## src/rtl/score_keeper.sv

```systemverilog
// ---------------------------------------------------------------------------
// score_keeper
//
// Game-state and score sequencer for Pong. Goal events from the ball logic
// and the start button drive a four-state machine (IDLE, SERVE, PLAY, OVER).
// The machine produces both players' scores for the digit renderers, the
// ball launch pulse and direction, and the game-over indication. Serve timing
// is counted in frame_tick pulses.
//
// Optional feature macro: SCORE_FLASH_EN
//   When defined, the scoring side's digit blinks during the SERVE that
//   follows a point, and the winner's digit blinks while in OVER. When not
//   defined, both visibility outputs are constant 1.
//
// Parameters:
//   WIN_SCORE    - score that ends the game (1..7)
//   SERVE_DELAY  - frame_ticks from entering SERVE to ball release (1..255)
//   FLASH_PERIOD - frame_ticks per half-period of the digit flash
//
// Ports:
//   clk           in   system clock
//   rst_n         in   asynchronous active-low reset
//   frame_tick    in   one-cycle pulse, once per video frame
//   start         in   one-cycle start request
//   goal_left     in   ball passed left edge (right player scores)
//   goal_right    in   ball passed right edge (left player scores)
//   score_left    out  left player score  [2:0]
//   score_right   out  right player score [2:0]
//   ball_release  out  one-cycle launch pulse
//   serve_dir     out  launch direction (0 = toward left, 1 = toward right)
//   game_over     out  high while in OVER
//   winner        out  0 = left won, 1 = right won (valid with game_over)
//   left_visible  out  display enable for the left score digit
//   right_visible out  display enable for the right score digit
// ---------------------------------------------------------------------------
module score_keeper #(
   parameter int WIN_SCORE    = 7,
   parameter int SERVE_DELAY  = 60,
   parameter int FLASH_PERIOD = 8
) (
   input  logic       clk,
   input  logic       rst_n,
   input  logic       frame_tick,
   input  logic       start,
   input  logic       goal_left,
   input  logic       goal_right,
   output logic [2:0] score_left,
   output logic [2:0] score_right,
   output logic       ball_release,
   output logic       serve_dir,
   output logic       game_over,
   output logic       winner,
   output logic       left_visible,
   output logic       right_visible
);

   localparam logic [2:0] WIN_VAL   = WIN_SCORE[2:0];
   localparam logic [7:0] DELAY_VAL = SERVE_DELAY[7:0];

   typedef enum logic [1:0] {
      S_IDLE  = 2'd0,
      S_SERVE = 2'd1,
      S_PLAY  = 2'd2,
      S_OVER  = 2'd3
   } state_t;

   state_t     state_q, state_d;
   logic [7:0] cnt_q, cnt_d;
   logic [2:0] score_left_q, score_left_d;
   logic [2:0] score_right_q, score_right_d;
   logic       ball_release_q, ball_release_d;
   logic       serve_dir_q, serve_dir_d;
   logic       game_over_q, game_over_d;
   logic       winner_q, winner_d;

   // Events handed to the flash logic: a point was scored (flash_start,
   // with the scoring side in flash_side) or a new game was started from
   // OVER (flash_clr).
   logic       flash_start;
   logic       flash_side;
   logic       flash_clr;

   // -----------------------------------------------------------------------
   // Next-state and output logic
   // -----------------------------------------------------------------------
   always_comb begin
      state_d        = state_q;
      cnt_d          = cnt_q;
      score_left_d   = score_left_q;
      score_right_d  = score_right_q;
      ball_release_d = 1'b0;
      serve_dir_d    = serve_dir_q;
      game_over_d    = game_over_q;
      winner_d       = winner_q;
      flash_start    = 1'b0;
      flash_side     = 1'b0;
      flash_clr      = 1'b0;

      case (state_q)
         S_IDLE: begin
            if (start) begin
               cnt_d   = DELAY_VAL;
               state_d = S_SERVE;
            end
         end

         S_SERVE: begin
            // Goals and start are ignored here; only the countdown runs.
            if (frame_tick) begin
               if (cnt_q == 8'd1) begin
                  cnt_d          = 8'd0;
                  ball_release_d = 1'b1;
                  state_d        = S_PLAY;
               end else begin
                  cnt_d = cnt_q - 8'd1;
               end
            end
         end

         S_PLAY: begin
            // goal_left wins when both goals arrive together.
            if (goal_left) begin
               score_right_d = score_right_q + 3'd1;
               serve_dir_d   = 1'b0;
               flash_start   = 1'b1;
               flash_side    = 1'b1;
               if (score_right_d == WIN_VAL) begin
                  game_over_d = 1'b1;
                  winner_d    = 1'b1;
                  state_d     = S_OVER;
               end else begin
                  cnt_d   = DELAY_VAL;
                  state_d = S_SERVE;
               end
            end else if (goal_right) begin
               score_left_d = score_left_q + 3'd1;
               serve_dir_d  = 1'b1;
               flash_start  = 1'b1;
               flash_side   = 1'b0;
               if (score_left_d == WIN_VAL) begin
                  game_over_d = 1'b1;
                  winner_d    = 1'b0;
                  state_d     = S_OVER;
               end else begin
                  cnt_d   = DELAY_VAL;
                  state_d = S_SERVE;
               end
            end
         end

         S_OVER: begin
            if (start) begin
               score_left_d  = 3'd0;
               score_right_d = 3'd0;
               game_over_d   = 1'b0;
               serve_dir_d   = 1'b1;
               cnt_d         = DELAY_VAL;
               flash_clr     = 1'b1;
               state_d       = S_SERVE;
            end
         end

         default: state_d = S_IDLE;
      endcase
   end

   always_ff @(posedge clk or negedge rst_n) begin
      if (!rst_n) begin
         state_q        <= S_IDLE;
         cnt_q          <= 8'd0;
         score_left_q   <= 3'd0;
         score_right_q  <= 3'd0;
         ball_release_q <= 1'b0;
         serve_dir_q    <= 1'b1;
         game_over_q    <= 1'b0;
         winner_q       <= 1'b0;
      end else begin
         state_q        <= state_d;
         cnt_q          <= cnt_d;
         score_left_q   <= score_left_d;
         score_right_q  <= score_right_d;
         ball_release_q <= ball_release_d;
         serve_dir_q    <= serve_dir_d;
         game_over_q    <= game_over_d;
         winner_q       <= winner_d;
      end
   end

   assign score_left   = score_left_q;
   assign score_right  = score_right_q;
   assign ball_release = ball_release_q;
   assign serve_dir    = serve_dir_q;
   assign game_over    = game_over_q;
   assign winner       = winner_q;

`ifdef SCORE_FLASH_EN
   // -----------------------------------------------------------------------
   // Digit flash: one side blinks while flash_on is set. The blink level
   // starts low on the edge that enters SERVE/OVER and toggles every
   // FLASH_PERIOD frame_ticks.
   // -----------------------------------------------------------------------
   localparam logic [7:0] FLASH_VAL = FLASH_PERIOD[7:0];

   logic       flash_on_q, flash_on_d;
   logic       flash_sel_q, flash_sel_d;
   logic       flash_lvl_q, flash_lvl_d;
   logic [7:0] fcnt_q, fcnt_d;
   logic       left_vis_q, left_vis_d;
   logic       right_vis_q, right_vis_d;

   always_comb begin
      flash_on_d  = flash_on_q;
      flash_sel_d = flash_sel_q;
      flash_lvl_d = flash_lvl_q;
      fcnt_d      = fcnt_q;

      if (flash_start) begin
         flash_on_d  = 1'b1;
         flash_sel_d = flash_side;
         flash_lvl_d = 1'b0;
         fcnt_d      = 8'd0;
      end else if (flash_on_q && frame_tick) begin
         if (fcnt_q == FLASH_VAL - 8'd1) begin
            fcnt_d      = 8'd0;
            flash_lvl_d = ~flash_lvl_q;
         end else begin
            fcnt_d = fcnt_q + 8'd1;
         end
      end

      // Flashing only exists in SERVE and OVER; a restart from OVER is a
      // fresh serve with no scorer to highlight.
      if (flash_clr || (state_d != S_SERVE && state_d != S_OVER)) begin
         flash_on_d = 1'b0;
      end

      left_vis_d  = ~(flash_on_d && !flash_sel_d) | flash_lvl_d;
      right_vis_d = ~(flash_on_d &&  flash_sel_d) | flash_lvl_d;
   end

   always_ff @(posedge clk or negedge rst_n) begin
      if (!rst_n) begin
         flash_on_q  <= 1'b0;
         flash_sel_q <= 1'b0;
         flash_lvl_q <= 1'b1;
         fcnt_q      <= 8'd0;
         left_vis_q  <= 1'b1;
         right_vis_q <= 1'b1;
      end else begin
         flash_on_q  <= flash_on_d;
         flash_sel_q <= flash_sel_d;
         flash_lvl_q <= flash_lvl_d;
         fcnt_q      <= fcnt_d;
         left_vis_q  <= left_vis_d;
         right_vis_q <= right_vis_d;
      end
   end

   assign left_visible  = left_vis_q;
   assign right_visible = right_vis_q;
`else
   // Flash disabled: digits always shown; flash events have no consumer.
   logic unused_flash;
   assign unused_flash  = ^{FLASH_PERIOD, flash_start, flash_side, flash_clr};
   assign left_visible  = 1'b1;
   assign right_visible = 1'b1;
`endif

endmodule

```

## config.mk

```make
export PLATFORM = sky130hd
export DESIGN_NAME = score_keeper
export DESIGN_NICKNAME = d
export VERILOG_FILES = /design/src/rtl/score_keeper.sv
export SDC_FILE = /design/constraint.sdc
export NUM_CORES = 1
export LEC_CHECK = 0
export CAP_MARGIN = 20
export CORE_MARGIN = 2
export CORE_UTILIZATION = 40
export CTS_BUF_LIST = sky130_fd_sc_hd__clkbuf_4 sky130_fd_sc_hd__clkbuf_8 sky130_fd_sc_hd__clkbuf_16
export CTS_CLUSTER_DIAMETER = 50
export DETAILED_ROUTE_END_ITERATION = 16
export PLACE_DENSITY = 0.57
export SYNTH_ARGS = -nofsm -noshare
export SYNTH_HDL_FRONTEND = slang
export SYNTH_SLANG_ARGS = --single-unit
```

## constraint.sdc

```tcl
create_clock -name clk -period 2.39 [get_ports clk]
set_input_delay 0.717 -clock clk [delete_from_list [all_inputs] [get_ports clk]]
set_output_delay 0.717 -clock clk [all_outputs]
set_load 0.01 [all_outputs]
```

==> out/results.ini <==
[synth]
ys.flop_type = dfrtp_1
async_flop_share_pct = 100
synth_cell_types = 40
yosysTopAreaCell = dfrtp_1
netlist_area_sq_um = 1340
ys_warn_count = 0
synth_edf_count = 0
netlist.area_leader.share_pct = 35.4
ys_seq_elements = 20
synthTopCellsByArea = dfrtp_1 35%, ha_1 9.3%, o211ai_1 3.9%
synthCells = 141
seq_area_frac_synth_pct = 37.4
synthTopCellsByCount = 19 x dfrtp_1, 13 x inv_1, 10 x ha_1
synth_area_per_cell_sq_um = 9.51
yosysMostFrequentCell = dfrtp_1

[critical_path]
cp.required_ns = 1.67
cp_max_fo = 3
crit_slowest_cell = dfstp_2
path_delay_family = flip-flops
critPathLaunchType = flip-flop
reg2reg_setup_slack_ns = 0.41
criticalPathCategory = reg -> out
max_stage_delay_ns = 0.56
end_kind = output port
crit_arrival_ns = 1.39
cp_num_buf_inv = 1
worstPathCellList = clkdlybuf4s50_1

[global_routing]
grt_overflow = 0
grt_pass1_vias = 1074
grt_max_degree = 15
grt_pass1_wl_microns = 4620
grt_use_total_pct = 16.2
antenna_found_initial = 0

[job]
drv_cap = 0

[routing]
first_pass_iters = 4
viasPerCell = 5.47
ant_nets = 0
drc = 0
avgRoutedWirePerCell_microns = 13.9
detail_route.iter0.violations = 66
vias = 1104
drt-total-wl_microns = 2810

[timing]
worst_slew_pin_slew_ns = 0.501
finClkSkew_ns = 0.00183
period_share_pct = 88.2
fin_ws_ns = 0.283
hold_violations = 0
whs_ns = 0.533
setup_violations = 0
rsz0062_at_grt = false
max_freq_mhz = 475
finalCriticalPeriod_ns = 2.11
maxSlewViolCount = 0
relSlewSlack_pct = 66.1
setup_tns_ns = 0

[place]
place_area_sq_um = 1540
post-dp-hpwl_microns = 2170
place_ws_ns = -0.0195
gp_congestion = 0.865
port_buffers = 15

[cells_and_area]
layout-drive-gt1-share_pct = 11.5
fin_area_sq_um = 1570
area_delta_synth_final_pct = 17.4
antenna_cells = 0
final_nets = 173
fill_cells = 328

[die]
ioPinCount = 18
coreArea_sq_um = 3280
start_util_pct = 40.8
die_h_microns = 61.9
dieArea_sq_um = 3830
die_w_microns = 61.9
rows = 21

[cts]
cts_resized = 0
h-tree-depth = 1
numCtsBuffers = 3
clk_latency_ns = 0.30
cts_tree = yes
cts_hold_buf = 0
clock_path_buffers = 2
cts_root_buf = clkbuf_4
clk_pin_slew_ns = 0.12
cts_sinks = 20
cts_setup_buffers = 0

[pwr]
pwr-share-seq_pct = 32.4
ir_worst_vdd_v = 0.000368
power_frac_clock_pct = 12.3
swShare_pct = 42.1
p_leak_uw = 0.000671
intPower_uw = 932
net-switching-power_uw = 678
power_density_nw_per_um2 = 1020
power_frac_comb_pct = 55.3
finalPower_uw = 1610

[hold_path]
hp-class = reg -> reg

[status]
status = finished, final reports clean

==> cells by family after synthesis <==
family / Yosys count / synth area share (%)
AOI/OAI and AO/OA: 45 / 23.5
xor gates and xnor gates: 2 / 1.31
adders and majority gates: 10 / 9.33
buffers and inverters: 24 / 8.12
DFF: 20 / 37.4
muxes: 6 / 4.57
other: 1 / 0.280
and+or+nand+nor: 33 / 15.5
==> stage by stage <==
stage | std cells | util [%]
floorplan | 142 | -
global placement | 198 | 46.8
detailed placement | 198 | 46.8
CTS | 202 | 47.9
global route | 202 | 47.9
finish | 202 | 47.9
==> tightest hold or removal path: stages, from the launching register on <==
cell and delay, ns:
dfrtp_1 0.38, o31ai_1 0.07, o21ai_0 0.06
==> power by group through the flow <==
stage	Clock, uW	Combinational (uW)	Sequential [uW]
floorplan	0	642	531
global placement	0	883	525
detailed placement	0	896	528
CTS	210	899	522
global route	228	992	538
finish	199	890	522
==> sequential cells by signal, indices dropped and copies added (netlist names) <==
| signal | flops |
|---|---|
| ball_release | 1 |
| cnt_q | 8 |
| game_over | 1 |
| score_left | 3 |
| score_right | 3 |
| serve_dir | 1 |
| state_q | 2 |
| winner | 1 |
==> area by class of cell <==
class / count / area [sq um] / share of cell area, %
flip-flops and latches: 20 / 502 / 31.9
inverters: 13 / 48.8 / 3.10
repair buffers: 21 / 195 / 12.4
multi-input cells: 98 / 734 / 46.7
well taps: 46 / 57.6 / 3.66
clock buffers: 4 / 36.3 / 2.31
==> cells in the final DEF (no fill, tap or decap), drive strengths merged, types with 2 or more instances in the layout <==
cell            n
xor2            2
nand2b          5
mux2i           5
nor3            3
or3             2
ha             10
o211ai          7
clkbuf          4
dfrtp          19
nand2           5
clkdlybuf4s50  15
o21ai          10
nor2b           3
o21a            2
a22o            6
nor4b           3
a21oi           8
buf             6
o31ai           5
conb            2
nand3           2
inv            13
nor2            5
==> layer usage <==
layer / wire, microns / track usage, %
met1: 1260 / 19.8
met5: 0 / 0
met3: 99 / 2.90
met4: 19 / 5.47
met2: 1420 / 28.6
==> final timing paths <==
check	startpoint	endpoint	cells after the start
max	serve_dir	serve_dir	1
min	winner	winner	2
max reg2reg	state_q[0]	cnt_q[1]	6
min reg2reg	winner	winner	2
max in group asynchronous	rst_n	game_over	2
min in group asynchronous	rst_n	cnt_q[2]	1
Power figures use the tool's default switching activity.
